## config.mk

```make
export PLATFORM = sky130hd
export DESIGN_NAME = alu_nibble_sequencer
export DESIGN_NICKNAME = d
export VERILOG_FILES = /design/src/rtl/alu_nibble_sequencer.sv
export SDC_FILE = /design/constraint.sdc
export NUM_CORES = 1
export LEC_CHECK = 0
export BUFFER_PORTS_ARGS = -buffer_cell sky130_fd_sc_hd__buf_2
export CORE_ASPECT_RATIO = 0.8
export CORE_MARGIN = 3
export CORE_UTILIZATION = 50
export DETAILED_ROUTE_END_ITERATION = 6
export GPL_TIMING_DRIVEN = 0
export PLACE_DENSITY = 0.77
export SYNTH_ARGS = -nofsm -noshare
export SYNTH_HDL_FRONTEND = slang
export SYNTH_SLANG_ARGS = --single-unit
```

## constraint.sdc

```tcl
create_clock -name clk -period 2.45 [get_ports clk]
set_clock_uncertainty 0.1 [all_clocks]
set_input_delay 0.1225 -clock clk [delete_from_list [all_inputs] [get_ports clk]]
set_output_delay 0.1225 -clock clk [all_outputs]
set_load 0.1 [all_outputs]
```

## src/rtl/alu_nibble_sequencer.sv

```systemverilog
// alu_nibble_sequencer
//   Runs a 16-bit operation through an external 4-bit 74181-style ALU.
//   It does this one nibble per clock, over four cycles, and ripples the ALU
//   carry between nibbles through a register.
//
// Ports
//   clk, rst_n            clock (rising edge), asynchronous active-low reset
//   start                 operation request, accepted in IDLE or DONE
//   a, b [15:0]           operands, latched on an accepted start
//   s [3:0], m, cn        74181 select, mode and raw Cn, latched on start
//   alu_a, alu_b [3:0]    current operand nibbles driven to the ALU
//   alu_s [3:0], alu_m    latched select and mode driven to the ALU
//   alu_cn                ALU carry in: latched cn for nibble 0, else carry reg
//   alu_f [3:0]           ALU function output for the driven nibble
//   alu_cn4, alu_aeqb     ALU carry out and A=B output for the driven nibble
//   busy                  high while the operation is running
//   done                  one-cycle completion pulse
//   result [15:0]         assembled F, nibble k in bits [4k+3:4k]
//   cout                  raw alu_cn4 of the top nibble
//   aeqb                  AND of alu_aeqb over all four nibbles

module alu_nibble_sequencer (
  input  logic        clk,
  input  logic        rst_n,
  input  logic        start,
  input  logic [15:0] a,
  input  logic [15:0] b,
  input  logic [3:0]  s,
  input  logic        m,
  input  logic        cn,
  output logic [3:0]  alu_a,
  output logic [3:0]  alu_b,
  output logic [3:0]  alu_s,
  output logic        alu_m,
  output logic        alu_cn,
  input  logic [3:0]  alu_f,
  input  logic        alu_cn4,
  input  logic        alu_aeqb,
  output logic        busy,
  output logic        done,
  output logic [15:0] result,
  output logic        cout,
  output logic        aeqb
);

  typedef enum logic [1:0] {IDLE, RUN, DONE} state_t;

  state_t      state_q, state_d;
  logic [1:0]  idx_q, idx_d;
  logic [15:0] a_q, a_d;
  logic [15:0] b_q, b_d;
  logic [3:0]  s_q, s_d;
  logic        m_q, m_d;
  logic        cn_q, cn_d;
  logic        carry_q, carry_d;
  logic        acc_q, acc_d;
  logic [15:0] result_q, result_d;
  logic        cout_q, cout_d;
  logic        aeqb_q, aeqb_d;

  always_ff @(posedge clk or negedge rst_n) begin
    if (!rst_n) begin
      state_q  <= IDLE;
      idx_q    <= 2'd0;
      a_q      <= 16'h0000;
      b_q      <= 16'h0000;
      s_q      <= 4'h0;
      m_q      <= 1'b0;
      cn_q     <= 1'b0;
      carry_q  <= 1'b0;
      acc_q    <= 1'b0;
      result_q <= 16'h0000;
      cout_q   <= 1'b0;
      aeqb_q   <= 1'b0;
    end else begin
      state_q  <= state_d;
      idx_q    <= idx_d;
      a_q      <= a_d;
      b_q      <= b_d;
      s_q      <= s_d;
      m_q      <= m_d;
      cn_q     <= cn_d;
      carry_q  <= carry_d;
      acc_q    <= acc_d;
      result_q <= result_d;
      cout_q   <= cout_d;
      aeqb_q   <= aeqb_d;
    end
  end

  always_comb begin
    state_d  = state_q;
    idx_d    = idx_q;
    a_d      = a_q;
    b_d      = b_q;
    s_d      = s_q;
    m_d      = m_q;
    cn_d     = cn_q;
    carry_d  = carry_q;
    acc_d    = acc_q;
    result_d = result_q;
    cout_d   = cout_q;
    aeqb_d   = aeqb_q;

    case (state_q)
      IDLE, DONE: begin
        // Result, cout and aeqb are left alone here so the previous answer
        // stays visible until the new run overwrites it nibble by nibble.
        if (start) begin
          a_d     = a;
          b_d     = b;
          s_d     = s;
          m_d     = m;
          cn_d    = cn;
          idx_d   = 2'd0;
          acc_d   = 1'b1;
          state_d = RUN;
        end else begin
          state_d = IDLE;
        end
      end
      RUN: begin
        result_d[{idx_q, 2'b00} +: 4] = alu_f;
        carry_d = alu_cn4;
        acc_d   = acc_q & alu_aeqb;
        if (idx_q == 2'd3) begin
          // idx is parked at 0 so the ALU sees nibble 0 outside RUN.
          idx_d   = 2'd0;
          cout_d  = alu_cn4;
          aeqb_d  = acc_q & alu_aeqb;
          state_d = DONE;
        end else begin
          idx_d = idx_q + 2'd1;
        end
      end
      default: state_d = IDLE;
    endcase
  end

  // idx is always 0 outside RUN, so these show nibble 0 and the latched cn there.
  assign alu_a  = a_q[{idx_q, 2'b00} +: 4];
  assign alu_b  = b_q[{idx_q, 2'b00} +: 4];
  assign alu_cn = (idx_q == 2'd0) ? cn_q : carry_q;
  assign alu_s  = s_q;
  assign alu_m  = m_q;

  assign busy   = (state_q == RUN);
  assign done   = (state_q == DONE);
  assign result = result_q;
  assign cout   = cout_q;
  assign aeqb   = aeqb_q;

endmodule

```

Yosys cells after proc, flatten, opt, wreduce, memory -nomap -nowiden

Cells that the tools add are included.

Shift operators: 4
Reductions and logical operators: 7
Muxes and demuxes: 10
Bitwise operators: 1
Add/subtract/negate cells: 2
Equal/unequal tests: 5

Operator list:

| kind                                                  | count |
|---|---|
| indexed part select 16 x 5 -> 4 bit                   | 2 |
| bitwise mux 16 bit                                    | 1 |
| variable shift 4 x 6 -> 16 bit, first input constant  | 1 |
| indexed part select 4 x 6 -> 16 bit                   | 1 |
| case mux 2 bit (2 select lines)                       | 2 |
| two-way mux 2 bit                                     | 3 |
| negator 4 -> 6 bit                                    | 1 |
| AND reduction 2 bit                                   | 3 |
| == test 2 bit, second input constant                  | 2 |
| logical NOT 2 bit                                     | 2 |
| two-way mux 1 bit                                     | 3 |
| adder 2 x 1 -> 2 bit, second input constant           | 1 |
| == test 2 x 1 -> 1 bit, second input constant         | 1 |
| inequality test 2 x 1 -> 1 bit, second input constant | 1 |
| inequality test 2 bit, second input constant          | 1 |
| case mux 1 bit (2 select lines)                       | 1 |
| nonzero test 2 bit                                    | 1 |
| OR reduction 2 bit                                    | 1 |
| AND 1 bit                                             | 1 |

Output and inout bits: 34
Bits in registers: 62

Longest topological paths before layout

Gate-level depths: netlist of the first run.

Depth in word-level cells: 4
Gate-level depth with buffers: 5
Mapped depth without buffers: 4

Worst setup path before layout of the first run

No wires, ideal clock.

Path type: reg2reg
From: register idx_q[0]
To: register result_q[12] (netlist: result[12])
Required time: 2.255 ns
Stages on the path, launching flop included: 6
Slack: 0.277 ns
Clock period less this slack: 2.173 ns
Data arrival time: 1.977 ns
Cell sequence: dfrtp_1 > buf_2 > inv_1 > ha_1 > or4b_4 > o32ai_2

Cells in the longest elaborated chain, start to end: 3
Elaborated cells between the ends (all ways): 4
Classes of those cells: add/sub (1); shift (2); mux (1)

RTL lines:

| what                                                                                         | line | RTL |
|---|---|---|
| start: declaration                                                                           | 49   | `logic [1:0] idx_q, idx_d;` |
| start signal: assignment                                                                     | 77   | `idx_q <= idx_d;` |
| negator 4 -> 6 bit (*)                                                                       | 123  | `result_d[{idx_q, 2'b00} +: 4] = alu_f;` |
| indexed part select 4 x 6 -> 16 bit / variable shift 4 x 6 -> 16 bit (equally long branches) | 123  |  |
| bitwise mux 16 bit (*)                                                                       | 123  |  |
| end signal: assignment                                                                       | 85   | `result_q <= result_d;` |
| end: declaration                                                                             | 57   | `logic [15:0] result_q, result_d;` |

Mark *: on every way between the ends. The rest lies on a longest branch, timed or not.
A chain may end at the register's enable or synchronous reset.

Worst setup path after layout of the first run

From: register idx_q[0]
To: register result_q[13] (netlist: result[13])

Same word-level chain as after synthesis.

==> results of run 1 <==
worst max path at each step:
stage               startpoint  depth (start not counted)    endpoint
floorplan             idx_q[0]                          5  result[12]
global placement      idx_q[1]                          5  result[13]
detailed placement    idx_q[1]                          5  result[15]
CTS                   idx_q[0]                          5  result[13]
global route          idx_q[0]                          5  result[13]
finish                idx_q[0]                          5  result[13]
registers in the layout, summed over array words and instances (netlist names):
signal and flops:
cout 1, acc_q 1, a_q 16, cn_q 1, idx_q 2, carry_q 1, result 16, state_q 2
alu_m 1, alu_s 4, aeqb 1, b_q 16
layer usage:
metal,part of all wire,up-vias,track usage,wire (microns)
met5,0,-,0,0
met4,0.010,0,0.0577,68
met3,0.050,9,0.0716,339
met2,0.49,59,0.385,3330
met1,0.45,1061,0.282,3060
li1,-,1004,-,-
placed cells by master, fill, tap and decap left out:
master / instances
and3b_1: 5
buf_12: 1
buf_2: 85
buf_4: 1
buf_6: 1
bufinv_16: 2
clkbuf_1: 2
clkbuf_2: 1
clkbuf_8: 9
clkinv_2: 1
clkinv_4: 1
clkinvlp_4: 2
dfrtp_1: 62
dlygate4sd3_1: 46
ha_1: 6
inv_1: 20
inv_2: 1
inv_6: 1
mux2_1: 4
mux2_2: 37
mux2i_1: 1
mux4_2: 8
nand2_1: 16
nand2b_1: 2
nand3b_1: 1
nand4b_1: 1
nand4bb_1: 1
nor2b_1: 2
nor3b_1: 1
o21ai_0: 1
o21ai_1: 1
o22ai_1: 1
o31ai_1: 2
o32ai_1: 7
o32ai_2: 8
or3b_1: 1
or4b_1: 1
or4b_4: 2
critical path, cell delays in order, from the launching register on:
cell     delay [ns]
dfrtp_1        0.52
buf_6          0.24
inv_1          0.11
ha_1           0.37
or4b_4         0.59
o32ai_2        0.28
area by class of cell:
cell class              instances  share of cell area
inverters                      21              0.0195
multi-input cells             109               0.287
well taps                      75              0.0232
plain buffers                  10              0.0133
clock inverters                 7              0.0241
flip-flops and latches         62               0.384
repair buffers                127               0.219
clock buffers                   9              0.0306
per-stage QoR:
stage | worst slack, ns | setup TNS (ns) | hold WS, ns | cells
3_3_place_gp | -0.0284 | -0.0979 | 0.247 | 357
5_1_grt | 0.0623 | 0 | 0.245 | 420
3_5_place_dp | -0.0783 | -0.441 | 0.0491 | 358
6_report | 0.148 | 0 | 0.214 | 420
4_1_cts | 0.0906 | 0 | 0.224 | 420
2_1_floorplan | 0.277 | 0 | -0.273 | 202
cell families after synthesis:
| family | after synthesis | synth area share |
|---|---|---|
| simple gates | 33 | 0.0741 |
| flops | 62 | 0.547 |
| mux | 50 | 0.230 |
| buf+inv | 31 | 0.0441 |
| fa+ha+maj | 6 | 0.0265 |
| compound gates | 20 | 0.0785 |
timing repair:
action,CTS,global route
hold buffers,46,0
hold endpoints to repair,80,0
resized for setup,3,1
buffers inserted,0,0
setup endpoints to repair,10,2
==> flow_metrics.env, run 1 <==
export IMPL_path_class="reg -> reg"
export IMPL_finalSetupViolCount=0
export IMPL_first_iter_violations=74
export IMPL_clk_latency_ns=0.34
export IMPL_routabilityCongestion=0.742
export IMPL_grt_pass1_wl_microns=11300
export IMPL_grt_pass1_vias=2219
export IMPL_area_delta_synth_final_pct=42.5
export IMPL_overflow=0
export IMPL_hold_class="in -> async"
export IMPL_die_w_microns=90.2
export IMPL_synth_common_cells="dfrtp_1, mux2_2, inv_1"
export IMPL_reg2reg_depth=5
export IMPL_synth_async_reset_ratio=1.00
export IMPL_grt_start_max_net_pins=41
export IMPL_drv_slew=0
export IMPL_firstDrtPassIters=4
export IMPL_layout_min_cycle_time_ns=2.30
export IMPL_yosysMostFrequentCell="dfrtp_1"
export IMPL_nNetsFinal=393
export IMPL_dpl_hpwl_microns=4350
export IMPL_cts_root_buf="clkbuf_8"
export IMPL_fillers=352
export IMPL_cts_buffer_depth=2
export IMPL_vias_per_cell=5.08
export IMPL_path_max_fanout=10
export IMPL_die_h_microns=73.4
export IMPL_rsz0062_at_grt="no"
export IMPL_cts_tree="built"
export IMPL_grt_use_total=0.225
export IMPL_worstReg2RegStart="idx_q[0]"
export IMPL_ys_seq_elements=62
export IMPL_vias=2133
export IMPL_final_util=0.772
export IMPL_initial_core_util=0.542
export IMPL_synth_edf_count=0
export IMPL_layout_drive_gt1_share=0.467
export IMPL_rows=23
export IMPL_wl_per_cell_microns=16.2
export IMPL_synthCells=202
export IMPL_crit_required_ns=2.59
export IMPL_antenna_found_initial=0
export IMPL_yosysWarnings=0
export IMPL_ys_types=27
export IMPL_cp_end_kind="flip-flop"
export IMPL_synth_avg_cell_area_sq_um=14.0
export IMPL_netlist_top_cells_area="dfrtp_1, mux2_2, mux4_2, o32ai_2, ha_1"
export IMPL_max_freq_mhz=434
export IMPL_multi_input_area_sq_um=1160
export IMPL_crit_path_start_kind="flip-flop"
export IMPL_status="finished, final reports clean"
export IMPL_detailed_place_area_sq_um=3350
export IMPL_tightestPinTransition_ns=0.573
export IMPL_portBuffers=80
export IMPL_clock_sinks=62
export IMPL_ioPinCount=81
export IMPL_synthesis_nets=255
export IMPL_core_area_sq_um=5240
export IMPL_synth_top_area_frac=0.547
export IMPL_syn_cell_area_sq_um=2840
export IMPL_max_cap_violations=0
export IMPL_hold_viol=0
export IMPL_timing_rr_end="result[13]"
export IMPL_synth_ff_type="dfrtp_1"
export IMPL_r2r_setup_slack_ns=0.15
export IMPL_postLayoutCellArea_sq_um=4040
export IMPL_cts_buffers=9
export IMPL_min_period_over_period=0.939
export IMPL_yosysTopAreaCell="dfrtp_1"
export IMPL_ant_nets=0
export IMPL_maxSlewHeadroom=0.618
export IMPL_regArea_sq_um=1550
export IMPL_worstPathArrival_ns=2.44
export IMPL_synth_seq_area_share=0.547
export IMPL_drc_errors=0
export IMPL_diodes=0
export IMPL_cts_clk_slew_worst_paths_ns=0.07
export IMPL_routed_wirelength_microns=6800
export IMPL_dieArea_sq_um=6620
export IMPL_htreeDepth=3
Power of run 1 is left out: the tool's default activity adds up to more than one toggle a clock period on the data nets, which glitch-free logic cannot reach.
==> run 2: changes to the inputs <==
--- a/config.mk
+++ b/config.mk
@@ -6,7 +6,7 @@
 export NUM_CORES = 1
 export LEC_CHECK = 0
 export BUFFER_PORTS_ARGS = -buffer_cell sky130_fd_sc_hd__buf_2
-export CORE_ASPECT_RATIO = 0.8
+export CORE_ASPECT_RATIO = 1.25
 export CORE_MARGIN = 3
 export CORE_UTILIZATION = 50
 export DETAILED_ROUTE_END_ITERATION = 6
==> flow_metrics.env, run 2 (synthesis gave the netlist of run 1 again) <==
export IMPL_cts_buffers=9
export IMPL_drc_errors=0
export IMPL_drv_slew=0
export IMPL_hold_class="in -> async"
export IMPL_worstPathArrival_ns=2.48
export IMPL_first_iter_violations=102
export IMPL_vias=2171
export IMPL_path_class="reg -> reg"
export IMPL_post_place_cells=346
export IMPL_grt_pass1_wl_microns=11400
export IMPL_layoutNonFillerInstCount=407
export IMPL_clock_sinks=62
export IMPL_diodes=0
export IMPL_clk_latency_ns=0.34
export IMPL_max_freq_mhz=429
export IMPL_r2r_setup_slack_ns=0.12
export IMPL_htreeDepth=3
export IMPL_vias_per_cell=5.33
export IMPL_worstReg2RegStart="idx_q[0]"
export IMPL_nNetsFinal=392
export IMPL_die_h_microns=90.2
export IMPL_max_cap_violations=0
export IMPL_routabilityCongestion=0.785
export IMPL_grt_use_total=0.228
export IMPL_final_common_cell="buf_2"
export IMPL_detailed_place_area_sq_um=3320
export IMPL_firstDrtPassIters=4
export IMPL_timing_rr_end="result[12]"
export IMPL_area_delta_synth_final_pct=40.8
export IMPL_antenna_found_initial=0
export IMPL_cts_clk_slew_worst_paths_ns=0.07
export IMPL_grt_start_max_net_pins=63
export IMPL_cts_tree="built"
export IMPL_min_period_over_period=0.952
export IMPL_grt_pass1_vias=2373
export IMPL_die_w_microns=73.4
export IMPL_core_area_sq_um=5440
export IMPL_rows=30
export IMPL_portBuffers=80
export IMPL_cts_buffer_depth=2
export IMPL_status="finished, final reports clean"
export IMPL_final_util=0.734
export IMPL_maxSlewHeadroom=0.488
export IMPL_crit_required_ns=2.60
export IMPL_dieArea_sq_um=6620
export IMPL_path_max_fanout=10
export IMPL_overflow=0
export IMPL_wl_per_cell_microns=16.9
export IMPL_crit_path_start_kind="flip-flop"
export IMPL_routed_wirelength_microns=6870
export IMPL_layout_drive_gt1_share=0.464
export IMPL_layout_min_cycle_time_ns=2.33
export IMPL_finalSetupViolCount=0
export IMPL_initial_core_util=0.521
export IMPL_cp_end_kind="flip-flop"
export IMPL_dpl_hpwl_microns=4220
export IMPL_ant_nets=0
export IMPL_ioPinCount=81
export IMPL_postLayoutCellArea_sq_um=3990
export IMPL_reg2reg_depth=5
export IMPL_hold_viol=0
export IMPL_most_common_layout_cells="buf_2, dfrtp_1, dlygate4sd3_1"
export IMPL_critPathLaunch="idx_q[0]"
export IMPL_tightestPinTransition_ns=0.769
export IMPL_rsz0062_at_grt="no"
export IMPL_cts_root_buf="clkbuf_8"
[run 2: cell count changes in the layout (fill, tap and decap cells not counted)]
cell        previous run  this run
clkinvlp_4             2         1
buf_2                 85        84
buf_12                 1         0
buf_4                  1         3
bufinv_16              2         1
inv_6                  1         0
clkbuf_8               9        12
clkinv_4               1         0
buf_6                  1         0
[run 2: layout make-up]
class | instances | area [sq um]
repair buffers | 126 | 866
plain buffers | 10 | 50.0
clock buffers | 12 | 165
flip-flops and latches | 62 | 1550
multi-input cells | 109 | 1160
well taps | 64 | 80.1
clock inverters | 3 | 42.5
fillers | 357 | 1450
inverters | 21 | 78.8
[run 2: worst max-delay path: stages (launching register included)]
cell,delay (ns)
dfrtp_1,0.49
buf_4,0.29
inv_1,0.13
ha_1,0.38
or4b_4,0.58
o32ai_2,0.26
[run 2: per-stage QoR]
| step | worst slack, ns | setup TNS, ns | hold WS (ns) |
|---|---|---|---|
| 2_1_floorplan | 0.277 | 0 | -0.273 |
| 3_3_place_gp | -0.00927 | -0.0220 | 0.239 |
| 3_5_place_dp | -0.0442 | -0.191 | 0.255 |
| 4_1_cts | 0.122 | 0 | 0.0437 |
| 5_1_grt | 0.0128 | 0 | 0.369 |
| 6_report | 0.118 | 0 | 0.296 |
[run 2: how the worst max path moves through the flow]
stage	to	slack [ns]	cells after the start
4_1_cts	result[12]	0.12	5
3_5_place_dp	result[12]	-0.04	5
6_report	result[12]	0.12	5
3_3_place_gp	result[13]	-0.009	5
5_1_grt	result[12]	0.01	5
2_1_floorplan	result[12]	0.28	5
[run 2: what timing repair did]
item | CTS | global route
endpoints found under the setup margin | 10 | 0
hold buffers | 45 | 1
setup buffers | 0 | 0
gates resized for setup | 3 | 0
hold endpoints to repair | 56 | 62
[run 2: layer usage]
layer	up-vias	routed length, microns	track usage
li1	1005	-	-
met1	1076	2530	0.259
met2	71	3720	0.393
met3	19	392	0.0526
met4	0	214	0.110
met5	-	0	0
Power of run 2 is left out for the same reason.
